$ cat config.mk
export PLATFORM = sky130hd
export DESIGN_NAME = regbank_wr_ctrl
export DESIGN_NICKNAME = d
export VERILOG_FILES = /design/src/rtl/regbank_ctrl_pkg.sv /design/src/rtl/rr_arbiter.sv /design/src/rtl/regbank_wr_ctrl.sv
export SDC_FILE = /design/constraint.sdc
export NUM_CORES = 1
export LEC_CHECK = 0
export ABC_AREA = 1
export CORE_MARGIN = 2
export CORE_UTILIZATION = 41
export CTS_CLUSTER_DIAMETER = 80
export DETAILED_ROUTE_END_ITERATION = 8
export PLACE_DENSITY = 0.82
export SETUP_SLACK_MARGIN = 0.02
export SYNTH_ARGS = -nofsm -noshare
export SYNTH_HDL_FRONTEND = slang
export SYNTH_SLANG_ARGS = --single-unit
$ cat constraint.sdc
create_clock -name clk -period 2.95 [get_ports clk]
set_clock_uncertainty 0.2 [all_clocks]
set_input_delay 0.7375 -clock clk [delete_from_list [all_inputs] [get_ports clk]]
set_output_delay 0.7375 -clock clk [all_outputs]
set_load 0.05 [all_outputs]
$ cat src/rtl/regbank_ctrl_pkg.sv
// Shared types and default sizes for the register bank write-port controller.
package regbank_ctrl_pkg;

   typedef enum logic {
      IDLE  = 1'b0,
      CLEAR = 1'b1
   } state_t;

   localparam int DEF_AW    = 5;
   localparam int DEF_DW    = 32;
   localparam int DEF_NREGS = 32;

endpackage

$ cat src/rtl/rr_arbiter.sv
// Combinational round-robin arbiter: first valid requester at or after ptr wins.
module rr_arbiter #(
   parameter int NREQ = 4,
   parameter int SW   = $clog2(NREQ)
) (
   input  logic [NREQ-1:0] valid,
   input  logic [SW-1:0]   ptr,
   output logic [NREQ-1:0] grant,
   output logic [SW-1:0]   idx,
   output logic            any
);

   // Scan NREQ positions starting at ptr, wrapping modulo NREQ; first hit wins.
   always_comb begin
      int j;
      grant = '0;
      idx   = '0;
      any   = 1'b0;
      j     = 0;
      for (int k = 0; k < NREQ; k++) begin
         j = int'(ptr) + k;
         if (j >= NREQ) j = j - NREQ;
         if (!any && valid[j]) begin
            any      = 1'b1;
            grant[j] = 1'b1;
            idx      = SW'(j);
         end
      end
   end

endmodule

$ cat src/rtl/regbank_wr_ctrl.sv
// Write-port controller for the register bank: round-robin requester writes
// plus a sequenced full-bank clear. All wr_* outputs are registered.
module regbank_wr_ctrl
   import regbank_ctrl_pkg::*;
#(
   parameter int NREQ  = 4,
   parameter int AW    = DEF_AW,
   parameter int DW    = DEF_DW,
   parameter int NREGS = DEF_NREGS
) (
   input  logic                     clk,
   input  logic                     reset,
   input  logic [NREQ-1:0]          req_valid,
   input  logic [NREQ*AW-1:0]       req_addr,
   input  logic [NREQ*DW-1:0]       req_data,
   output logic [NREQ-1:0]          req_ready,
   input  logic                     clr_start,
   output logic                     clr_busy,
   output logic                     clr_done,
   output logic                     wr_en,
   output logic [AW-1:0]            wr_addr,
   output logic [DW-1:0]            wr_data,
   output logic [$clog2(NREQ)-1:0]  wr_src
);

   localparam int SW = $clog2(NREQ);

   state_t          state;
   logic [SW-1:0]   ptr;
   logic [AW-1:0]   cnt;

   logic [NREQ-1:0] grant;
   logic [SW-1:0]   gidx;
   logic            gany;
   logic            arb_en;
   logic            hs;
   logic [SW-1:0]   ptr_nxt;

   rr_arbiter #(.NREQ(NREQ), .SW(SW)) u_arb (
      .valid (req_valid),
      .ptr   (ptr),
      .grant (grant),
      .idx   (gidx),
      .any   (gany)
   );

   // Requesters are only offered the port in IDLE when no clear is being requested;
   // ready is held low while reset is asserted.
   assign arb_en    = reset && (state == IDLE) && !clr_start;
   assign req_ready = arb_en ? grant : '0;
   assign hs        = arb_en && gany;
   assign ptr_nxt   = (gidx == SW'(NREQ-1)) ? '0 : gidx + 1'b1;

   // Main FSM: registers the winning write in IDLE, walks every register in CLEAR.
   always_ff @(posedge clk) begin
      if (!reset) begin
         state    <= IDLE;
         ptr      <= '0;
         cnt      <= '0;
         wr_en    <= 1'b0;
         wr_addr  <= '0;
         wr_data  <= '0;
         wr_src   <= '0;
         clr_busy <= 1'b0;
         clr_done <= 1'b0;
      end else begin
         case (state)
            IDLE: begin
               clr_done <= 1'b0;
               if (clr_start) begin
                  state    <= CLEAR;
                  cnt      <= '0;
                  wr_en    <= 1'b0;
                  clr_busy <= 1'b1;
               end else if (hs) begin
                  ptr     <= ptr_nxt;
                  wr_en   <= 1'b1;
                  wr_addr <= req_addr[gidx*AW +: AW];
                  wr_data <= req_data[gidx*DW +: DW];
                  wr_src  <= gidx;
               end else begin
                  wr_en <= 1'b0;
               end
            end
            CLEAR: begin
               // clr_start is ignored here; a second clear is never queued
               wr_en   <= 1'b1;
               wr_addr <= cnt;
               wr_data <= '0;
               wr_src  <= '0;
               cnt     <= cnt + 1'b1;
               if (cnt == AW'(NREGS-1)) begin
                  state    <= IDLE;
                  clr_busy <= 1'b0;
                  clr_done <= 1'b1;
               end
            end
            default: state <= IDLE;
         endcase
      end
   end

endmodule

Word level (Yosys, flattened, before mapping)

Index checks and enable logic that the tools add are counted.

Register bits after elaboration: 50
Bits of input ports: 155

Add/sub/neg operators: 9
Multipliers: 1
Order comparisons: 12
Equal/unequal tests: 6
Shifts and indexed selects: 2
Multiplexer cells: 60
Bitwise gates (word level): 5
Reduce and logical (&&, ||, !) cells: 17

Operators with widths:

| operator                                                     | number |
|---|---|
| two-way mux 32 bit                                           | 6 |
| >= comparator 32 x 1 -> 1 bit (second input constant)        | 4 |
| less-than comparator 32 x 4 -> 1 bit (second input constant) | 4 |
| indexed part select 128 x 8 -> 32 bit                        | 1 |
| >= comparator 32 x 4 -> 1 bit (second input constant)        | 3 |
| subtractor 32 x 4 -> 32 bit (second input constant)          | 3 |
| one-hot mux 32 bit (2 select lines)                          | 1 |
| two-way mux 1 bit                                            | 23 |
| two-way mux 4 bit                                            | 5 |
| one-hot mux 5 bit (2 select lines)                           | 2 |
| indexed part select 20 x 6 -> 5 bit                          | 1 |
| two-way mux 5 bit                                            | 3 |
| two-way mux 2 bit                                            | 7 |
| OR 4 bit                                                     | 3 |
| logical AND 1 bit                                            | 10 |
| binary-select mux 1 bit (select 2 bit)                       | 4 |
| demux 1 bit (select 2 bit)                                   | 4 |
| one-hot mux 1 bit (2 select lines)                           | 4 |
| adder 2 x 2 -> 3 bit (second input constant)                 | 2 |
| inequality test 2 bit (second input constant)                | 3 |
| adder 5 x 1 -> 5 bit (second input constant)                 | 1 |
| equality test 5 bit (second input constant)                  | 1 |
| multiplier 2 x 3 -> 5 bit (second input constant)            | 1 |
| logical NOT 1 bit                                            | 4 |
| 10 further kinds                                             | 12 |

Logic depth before layout (Yosys ltp)

Gate-level depths: netlist of run 1.

Word-level depth: 20
Mapped depth: 18
Depth with buffers taken out: 17

Modules after synthesis

A second synthesis of run 1 with hierarchy kept.

Cells, all modules: 621
Area total of the unflattened synthesis: 3628.5 um^2

By module, submodules not included:

| module          | times used | cells each | area an instance (um^2) | seq. area each (um^2) |
|---|---|---|---|---|
| regbank_wr_ctrl | 1          | 544        | 3168.0                  | 1001.0 |
| rr_arbiter      | 1          | 77         | 460.4                   | 0.0 |

Worst setup path before layout of run 1

No wires, ideal clock.

Path type: register to output
Start: reg ptr[0]
End: out req_ready[3]
Arrival: 2063 ps
Data required time: 2013 ps
Setup slack: -51 ps
Stages on the path, launching flop included: 14
Cell sequence: dfxtp_1 -> inv_2 -> ha_1 -> inv_1 -> nand3_1 -> nand2_2 -> inv_2 -> nor2_4 -> nand2_1 -> o22ai_1 -> a21oi_1 -> o21ai_0 -> nand2_1 -> inv_1

Word-level cells in the longest chain between the ends: 16

RTL lines:

| item                                                                                 | line                  | source |
|---|---|---|
| start, declared                                                                      | regbank_wr_ctrl.sv:29 | `logic [SW-1:0] ptr;` |
| start signal, assigned                                                               | regbank_wr_ctrl.sv:76 | `ptr <= ptr_nxt;` |
| parallel branches: the longest is 14 deep, another holds subtractor 32 x 4 -> 32 bit | n/a                   |  |
| two-way mux 4 bit (*)                                                                | rr_arbiter.sv:23      | `if (!any && valid[j]) begin` |
| two-way mux 4 bit (*)                                                                | regbank_wr_ctrl.sv:50 | `assign req_ready = arb_en ? grant : '0;` |
| end, declared                                                                        | regbank_wr_ctrl.sv:16 | `output logic [NREQ-1:0] req_ready,` |

Mark *: on every way between the ends. The select of a mux whose other input is x is not followed.

Worst setup path after layout of run 1

Start: reg ptr[0]
End: out req_ready[2]

Same word-level chain as after synthesis.

==> run_results.csv, run 1 <==
group,metric,value,unit
outcome,outcome,"finished, violations left",
outcome,violations,"setup timing",
floorplanning,initial_core_util,0.415,
setup_path,crit_start,"ptr[0]$_SDFFE_PN0P_",
global_route,grt_overflow,0,
detailed_routing,postRouteAntennaNets,0,
placed_design,portBuffers,200,
pwr,p_leak,3.51,nW
setup_path,rr_worst_depth,21,
detailed_routing,drtIter0Drc,170,
cts,insertion_delay,0.29,ns
global_route,grt_max_degree,44,
floorplanning,ios,201,
layout,area_growth,71.9,%
setup_path,critPathKind,"reg -> out",
layout,fin_cells,1051,
cts,hold_buffers,0,
floorplanning,die_w,103,um
synth,netlist_area,4000,sq um
placed_design,placed_cells,1022,
global_route,antenna_found_initial,0,
setup_path,rrSetupSlack,0.11,ns
floorplanning,core,9640,sq um
cts,clock-root-buffer,"clkbuf_8",
sta,maxSlewHeadroom,0.626,
synth,netlist_instances,685,
cts,path_clk_slew,0.09,ns
floorplanning,die_area,10600,sq um
sta,layout_min_cycle_time,2.98,ns
setup_path,cp-end-kind,"primary output",
detailed_routing,routedWlPerCell,13.3,um
synth,yosys_warnings,0,
detailed_routing,finalWirelength,14.0,mm
floorplanning,core.rowCount,36,
placed_design,pre_cts_ws,-0.420,ns
setup_path,arrival,2.04,ns
floorplanning,die_h,103,um
sta,rsz0062_at_grt,"yes",
sta,worst_slew_pin_slew,0.560,ns
detailed_routing,drc,0,
global_route,grt.total_usage,0.236,
sta,setup_ws,-0.0311,ns
global_route,grt_pass1_wl,20.0,mm
setup_path,r2r-end,"wr_addr[4]$_SDFFE_PN0P_",
cts,clockBufferDepth,2,
sta,setup_tns,-0.104,ns
pwr,ir_drop,0.230,mV
sta,slew_violations,0,
setup_path,startpoint_type,"flip-flop",
synth,avgSynthCellArea,5.84,sq um
cts,htreeDepth,2,
synth,yosysUniqueCellTypes,36,
placed_design,post-dp-hpwl,9.60,mm
global_route,grt_pass1_vias,4402,
layout,layout_commonest_cell,"nand2_1",
synth,syn_nets,847,
layout,mostFrequentLayoutCells,"nand2_1, clkdlybuf4s50_1, inv_1",
sta,fin_crit_sh,1.01,
flow_run,drv_cap,0,
setup_path,timing.rr.start,"ptr[0]$_SDFFE_PN0P_",
layout,final_layout_size_suffix_gt1_frac,0.157,
hold_path,min_path_cells,2,
layout,diodes,0,
detailed_routing,vias_per_cell,4.72,
sta,max_freq,335,MHz
synth,ys_ff_latch,50,
setup_path,path_max_fanout,5,
sta,final_hold_viol_count,0,
cts,cts_buffers,5,
setup_path,cp.required,2.01,ns
layout,nets,1080,
cts,cts_sinks,50,
detailed_routing,first_pass_iters,6,
placed_design,gp_congestion,0.904,
detailed_routing,vias,4957,
setup_path,cp-endpoint,"req_ready[2]",
sta,final-setup-viol-count,4,
synth,seq_area_frac_synth,0.250,
cts,cts_tree,"done",
hold_path,hp-class,"reg -> reg",
pwr,powerDensity,471,nW/um^2
## worst max-delay path, cell delays in order, from the launching register on
cell and delay, ns:
dfxtp_2 0.37, inv_4 0.05, ha_4 0.26, inv_4 0.06, nand3_2 0.06, nand2_2 0.09
inv_2 0.06, nor2_4 0.11, buf_6 0.13, nand3_4 0.11, o21ai_2 0.16, nand2_2 0.07
clkinvlp_4 0.09, buf_12 0.13
## cells by family (layout without fill, tap and decap cells)
| group | after synthesis | in the layout | share of synthesized area |
|---|---|---|---|
| buf+inv | 189 | 421 | 0.197 |
| compound gates | 46 | 46 | 0.0794 |
| simple gates | 393 | 394 | 0.452 |
| fa+ha+maj | 7 | 7 | 0.0219 |
| flops | 50 | 50 | 0.250 |
## timing repair
| item | in CTS | in global routing |
|---|---|---|
| gates resized for setup | 30 | 31 |
| pin swaps | 17 | 13 |
| setup endpoints to repair | 4 | 42 |
| setup buffers | 12 | 6 |
| cloned | 0 | 5 |
## cell type report
cell class                      instances  area (sq um)
Tap cell                              133           166
Inverter                              157           611
Fill cell                             841          2760
Multi-Input combinational cell        447          2350
Sequential cell                        50          1000
Clock inverter                          1          30.0
Timing Repair Buffer                  257          2630
Clock buffer                            6          82.6
## worst min-delay path by stage
stage	slack, ns	endpoint	startpoint
detailed placement	0.26	cnt[3]$_SDFFE_PN0P_	cnt[3]$_SDFFE_PN0P_
global route	0.29	wr_data[9]$_SDFFE_PN0P_	wr_data[9]$_SDFFE_PN0P_
global placement	0.25	cnt[3]$_SDFFE_PN0P_	cnt[3]$_SDFFE_PN0P_
CTS	0.27	cnt[3]$_SDFFE_PN0P_	cnt[3]$_SDFFE_PN0P_
floorplan	0.24	cnt[3]$_SDFFE_PN0P_	cnt[3]$_SDFFE_PN0P_
finish	0.27	wr_data[9]$_SDFFE_PN0P_	wr_data[9]$_SDFFE_PN0P_
## registers in the layout, indices dropped and copies added (netlist names)
| register | cells |
|---|---|
| wr_data | 32 |
| cnt | 5 |
| wr_addr | 5 |
| ptr | 2 |
| wr_src | 2 |
| clr_busy | 1 |
| clr_done | 1 |
| state | 1 |
| wr_en | 1 |
## power breakdown
part | switching (W) | total (W) | internal (W)
registers | 0.0000470 | 0.000804 | 0.000757
clock network | 0.000221 | 0.000493 | 0.000272
logic | 0.00109 | 0.00194 | 0.000857
total | 0.00135 | 0.00324 | 0.00189
## cells in the mapped netlist, drive strengths merged
master | n | area share
a21boi | 2 | 0.0038
nand3 | 108 | 0.14
nand4 | 2 | 0.0069
a31o | 1 | 0.0022
a22oi | 2 | 0.0038
or2 | 24 | 0.038
buf | 26 | 0.043
ha | 7 | 0.022
o21ai | 13 | 0.017
a311oi | 1 | 0.0022
nor3 | 3 | 0.0050
nand3b | 5 | 0.0094
nand2 | 240 | 0.24
o211ai | 9 | 0.026
o22ai | 3 | 0.0047
a21oi | 13 | 0.016
clkbuf | 6 | 0.0056
nor2 | 11 | 0.016
dfxtp | 50 | 0.25
inv | 157 | 0.15
a211oi | 2 | 0.0038
## per-stage QoR
stage | hold WS, ns | area (sq um) | util | total power (W)
final | 0.271 | 6880 | 0.713 | 0.00324
after floorplan | 0.236 | 4010 | - | 0.00186
after detailed placement | 0.257 | 6390 | 0.663 | 0.00251
after global placement | 0.250 | 6390 | 0.663 | 0.00249
after CTS | 0.269 | 6620 | 0.687 | 0.00305
after global routing | 0.294 | 6880 | 0.713 | 0.00345
## layer usage
metal	vias to the layer above	wire [um]	track usage
li1	2537	-	-
met5	-	0	0
met1	2199	5640	0.284
met4	0	450	0.0810
met3	33	882	0.0488
met2	188	7040	0.418
Note: power is estimated with default switching activity, not from simulation.
==> run 2: changes to the inputs <==
Settings changed: CORE_UTILIZATION 41 to 37, PLACE_DENSITY 0.82 to 0.78.
Clock period 2.95 ns to 2.62 ns, I/O delays scaled along.
==> run 2 against run 1 <==
Effect of this change:
- the flow still finishes with violations (setup timing)
- hold slack barely moved
- register-to-register slack got worse by 0.23 ns
- cell count rose by 0.67%
- via count fell by 3.4%
- setup slack got worse by 0.31 ns
- sequential share of layout area fell by 0.19 points
- highest routed layer unchanged
- global-route usage fell by 2.1 points
- flip-flop and latch count did not move
==> run_results.csv, run 2 (synthesis results as in run 1) <==
group,metric,value,unit
pwr,ir_drop,0.234,mV
sta,rsz0062_at_grt,"yes",
pwr,p_int,0.00200,W
cts,cts_sinks,50,
setup_path,rrSetupSlack,-0.12,ns
detailed_routing,vias,4790,
placed_design,post-dp-hpwl,9.91,mm
detailed_routing,postRouteAntennaNets,0,
cts,cts_tree,"done",
floorplanning,ios,201,
global_route,grt.total_usage,0.215,
detailed_routing,routedWlPerCell,12.8,um
global_route,antenna_found_initial,0,
setup_path,startpoint_type,"primary input",
sta,max_freq,338,MHz
floorplanning,die_h,108,um
global_route,grt_pass1_wl,20.2,mm
floorplanning,core.rowCount,37,
flow_run,drv_cap,0,
layout,n_fill_cell,918,
sta,fin_crit_sh,1.13,
cts,htreeDepth,2,
layout,reg_top3,"wr_data x32, cnt x5, wr_addr x5",
global_route,grt_max_degree,44,
placed_design,dpl_cell_area,6490,sq um
detailed_routing,vias_per_cell,4.53,
global_route,grt_pass1_vias,4297,
cts,cts_buffers,5,
placed_design,gp_congestion,0.871,
floorplanning,core,10400,sq um
setup_path,critPathKind,"in -> out",
layout,multi_input_comb_area,2430,sq um
sta,setup_tns,-5.46,ns
cts,path_clk_slew,0.09,ns
setup_path,path_max_fanout,5,
setup_path,cp-end-kind,"primary output",
sta,final_hold_viol_count,0,
layout,mostFrequentLayoutCells,"nand2_1, clkdlybuf4s50_1, inv_1",
detailed_routing,finalWirelength,13.5,mm
global_route,grt_overflow,0,
layout,final_layout_size_suffix_gt1_frac,0.166,
cts,clockBufferDepth,2,
floorplanning,initial_core_util,0.384,
detailed_routing,drtIter0Drc,177,
detailed_routing,drc,0,
layout,nets,1083,
pwr,powerDensity,500,nW/um^2
pwr,p_sw,0.00149,W
layout,largest_reg_flops,32,
layout,design_area,6980,sq um
pwr,clock_power_share,0.126,
pwr,combPwrFrac,0.616,
sta,final-setup-viol-count,38,
floorplanning,die_area,11700,sq um
layout,layout_commonest_cell,"nand2_1",
sta,maxSlewHeadroom,0.617,
pwr,p_leak,3.54,nW
sta,layout_min_cycle_time,2.96,ns
cts,insertion_delay,0.29,ns
outcome,violations,"setup timing",
hold_path,hp-class,"reg -> reg",
outcome,outcome,"finished, violations left",
sta,slew_violations,0,
detailed_routing,first_pass_iters,4,
sta,worst_slew_pin_slew,0.572,ns
setup_path,arrival,2.10,ns
sta,setup_ws,-0.338,ns
layout,top_register,"wr_data",
pwr,p_seq_frac,0.258,
layout,area_growth,74.6,%
setup_path,cp.required,1.76,ns
layout,diodes,0,
floorplanning,die_w,108,um
placed_design,portBuffers,200,
cts,hold_buffers,0,
cts,clock-root-buffer,"clkbuf_8",
pwr,p_sw_frac,0.428,
layout,seq_area,1010,sq um
## run 2: changes by cell type in the layout (fill, tap and decap cells not counted), sizes merged
cell,previous run,this run
clkdlybuf4s15,0,2
nand2,241,240
bufinv,1,0
dlygate4sd2,0,2
clkbuf,10,11
buf,62,63
## run 2: cell type report
class                      count  area share
timing repair buffer         261       0.385
multi-input combinational    446       0.348
sequential                    50       0.144
inverter                     157      0.0874
tap                          136      0.0244
clock buffer                   8      0.0115
## run 2: through the flow
stage          power, W  hold slack (ns)  utilization  cells  setup slack, ns
5_1_grt         0.00375            0.294        0.670   1058           -0.420
3_3_place_gp    0.00285            0.248        0.623   1035           -0.535
2_1_floorplan   0.00210            0.236            -    685           0.0202
6_report        0.00349            0.271        0.670   1058           -0.338
4_1_cts         0.00336            0.274        0.639   1049           -0.265
3_5_place_dp    0.00287            0.261        0.623   1035           -0.630
## run 2: power groups by stage
stage	Sequential, W	Clock, W	Combinational, W
2_1_floorplan	0.00118	0	0.000913
3_3_place_gp	0.000915	0	0.00193
3_5_place_dp	0.000919	0	0.00195
4_1_cts	0.000901	0.000461	0.00200
5_1_grt	0.000912	0.000497	0.00234
6_report	0.000901	0.000440	0.00215
## run 2: critical path: stages
cell and delay [ns]:
dlygate4sd2_1 0.26, nand2_1 0.10, nand2_1 0.07, nand2_2 0.09, nand2_4 0.08, nor2_4 0.18
buf_6 0.12, nand3_4 0.09, o21ai_2 0.15, nand2_2 0.09, clkinvlp_4 0.09, buf_12 0.13
## run 2: final timing paths
| check | start | end | depth (start not counted) |
|---|---|---|---|
| max | req_valid[0] | req_ready[3] | 12 |
| min | cnt[3]$_SDFFE_PN0P_ | cnt[3]$_SDFFE_PN0P_ | 1 |
| min reg2reg | cnt[3]$_SDFFE_PN0P_ | cnt[3]$_SDFFE_PN0P_ | 1 |
| max reg2reg | ptr[1]$_SDFFE_PN0P_ | wr_data[28]$_SDFFE_PN0P_ | 19 |
## run 2: what timing repair did
item / CTS / global route
setup endpoints to repair: 45 / 42
gates resized for setup: 19 / 46
pin swaps: 12 / 31
setup buffers: 6 / 5
gates cloned: 0 / 4
## run 2: metal layers
| layer | track usage | part of all wire |
|---|---|---|
| met1 | 0.267 | 0.43 |
| met2 | 0.375 | 0.49 |
| met3 | 0.0446 | 0.058 |
| met4 | 0.0659 | 0.020 |
| met5 | 0 | 0 |
==> run 3: changes to the inputs <==
Settings changed: TNS_END_PERCENT set to 1.
==> run 3 against run 2 <==
Effect of this change:
- critical endpoint unchanged
- clock power about the same
- the flow still finishes with violations (setup timing)
- utilization down 1.8 points
- hold slack better by 0.0019 ns
- via count about the same
- cell count down 0.76%
- die area unchanged
- total power down 1.8%
==> run_results.csv, run 3 (synthesis results as in run 1) <==
group,metric,value,unit
pwr,finalPower,0.00343,W
pwr,ir_drop,0.234,mV
layout,area_growth,70.0,%
pwr,p_int,0.00196,W
layout,mostFrequentLayoutCells,"nand2_1, clkdlybuf4s50_1, inv_1",
global_route,grt.total_usage,0.215,
hold_path,min_path_cells,2,
pwr,p_leak,3.45,nW
sta,final-setup-viol-count,14,
global_route,grt_pass1_wl,20.2,mm
floorplanning,core,10400,sq um
placed_design,gp_congestion,0.871,
setup_path,cp.required,1.76,ns
placed_design,pre_cts_ws,-0.630,ns
pwr,p_seq_frac,0.263,
flow_run,drv_cap,0,
layout,diodes,0,
pwr,p_sw,0.00147,W
detailed_routing,postRouteAntennaNets,0,
detailed_routing,finalWirelength,13.1,mm
setup_path,slowest_delay,0.24,ns
cts,cts_buffers,5,
layout,nets,1075,
layout,layout_commonest_cell,"nand2_1",
pwr,clock_power_share,0.128,
layout,largest_reg_flops,32,
setup_path,arrival,2.04,ns
setup_path,rr_worst_depth,17,
placed_design,post-dp-hpwl,9.91,mm
global_route,grt_pass1_vias,4275,
pwr,combPwrFrac,0.609,
sta,maxSlewHeadroom,0.609,
detailed_routing,first_pass_iters,4,
setup_path,startpoint_type,"primary input",
setup_path,r2r-end,"wr_data[29]$_SDFFE_PN0P_",
cts,htreeDepth,2,
detailed_routing,drtIter0Drc,206,
floorplanning,initial_core_util,0.384,
sta,slew_violations,0,
floorplanning,core.rowCount,37,
floorplanning,die_area,11700,sq um
outcome,outcome,"finished, violations left",
hold_path,hp-start,"wr_data[26]$_SDFFE_PN0P_",
detailed_routing,vias,4786,
setup_path,timing.rr.start,"ptr[1]$_SDFFE_PN0P_",
setup_path,crit_start,"req_valid[0]",
setup_path,cp-end-kind,"primary output",
sta,rsz0062_at_grt,"yes",
sta,layout_min_cycle_time,2.90,ns
layout,design_area,6800,sq um
cts,insertion_delay,0.29,ns
layout,top_register,"wr_data",
cts,cts_sinks,50,
cts,clockBufferDepth,2,
sta,fin_crit_sh,1.11,
cts,clock-root-buffer,"clkbuf_8",
layout,final_layout_size_suffix_gt1_frac,0.147,
detailed_routing,vias_per_cell,4.56,
layout,reg_top3,"wr_data x32, cnt x5, wr_addr x5",
setup_path,path_delay_family,"simple AND/OR/NAND/NOR gates",
setup_path,critPathBufInv,4,
sta,max_freq,345,MHz
global_route,grt_overflow,0,
floorplanning,die_w,108,um
detailed_routing,routedWlPerCell,12.5,um
sta,worst_slew_pin_slew,0.585,ns
layout,utilization,0.653,
detailed_routing,drc,0,
pwr,p_sw_frac,0.429,
placed_design,portBuffers,200,
hold_path,hp-class,"reg -> reg",
setup_path,worstPathCellList,"dlygate4sd2_1 -> nand2_1 -> nand2_1 -> nand2_2 -> nand2_4 -> nor2_4 -> buf_6 -> nand3_4 -> o21ai_2 -> nand2_2 -> clkinvlp_4 -> buf_12",
cts,path_clk_slew,0.09,ns
sta,final_hold_viol_count,0,
hold_path,hold_path_end,"wr_data[26]$_SDFFE_PN0P_",
pwr,powerDensity,504,nW/um^2
cts,cts_tree,"done",
setup_path,path_max_fanout,5,
global_route,grt_max_degree,44,
floorplanning,die_h,108,um
floorplanning,ios,201,
sta,setup_ws,-0.277,ns
setup_path,critPathKind,"in -> out",
placed_design,dpl_cell_area,6490,sq um
outcome,violations,"setup timing",
setup_path,rrSetupSlack,-0.01,ns
global_route,antenna_found_initial,0,
setup_path,crit_slowest_cell,"dlygate4sd2_1",
-- run 3: layer usage --
layer | vias up | share of wire | track usage
met5 | - | 0 | 0
met4 | 0 | 0.020 | 0.0659
met3 | 20 | 0.062 | 0.0446
met2 | 157 | 0.49 | 0.372
met1 | 2089 | 0.43 | 0.267
li1 | 2520 | - | -
-- run 3: worst max-delay path by stage --
stage,to,depth (start not counted)
finish,req_ready[3],12
global route,req_ready[0],11
CTS,req_ready[2],14
detailed placement,req_ready[3],13
global placement,req_ready[1],13
floorplan,req_ready[3],13
-- run 3: worst register-to-register path, stage by stage (launching register included) --
cell and delay, ns:
dfxtp_2 0.35, inv_2 0.05, ha_4 0.26, inv_4 0.06, nand3_2 0.09, nand2_4 0.08, inv_2 0.05, nor2_4 0.14
buf_4 0.13, buf_4 0.09, buf_4 0.11, nand4_1 0.18, a21oi_2 0.26, buf_4 0.23, nand3_1 0.11, nand3_1 0.08
nand2_1 0.05, inv_1 0.06
-- run 3: cell type report --
cell class                      instances  area, sq um
Tap cell                              136          170
Inverter                              157          608
Fill cell                             944         3620
Sequential cell                        50         1010
Clock buffer                            8         80.1
Timing Repair Buffer                  253         2550
Multi-Input combinational cell        446         2380
-- run 3: through the flow --
stage	hold WS, ns	std cells	setup TNS (ns)
after floorplan	0.236	685	0
after global placement	0.248	1035	-18.83
after detailed placement	0.261	1035	-21.42
after CTS	0.274	1048	-0.982
after global routing	0.294	1050	-4.27
final	0.273	1050	-1.26
-- run 3: repair_timing --
action                                  4_1_cts  5_1_grt
cloned                                        0        0
setup buffers                                 5        2
resized for setup                            19       32
hold buffers                                  0        0
endpoints found under the setup margin       45       41
pin swaps                                    12       10
-- run 3: power by group through the flow --
stage          Sequential [W]  Clock, W  Combinational [W]
2_1_floorplan         0.00118         0           0.000913
3_3_place_gp         0.000915         0            0.00193
3_5_place_dp         0.000919         0            0.00195
4_1_cts              0.000901  0.000461            0.00200
5_1_grt              0.000912  0.000497            0.00227
6_report             0.000901  0.000439            0.00209
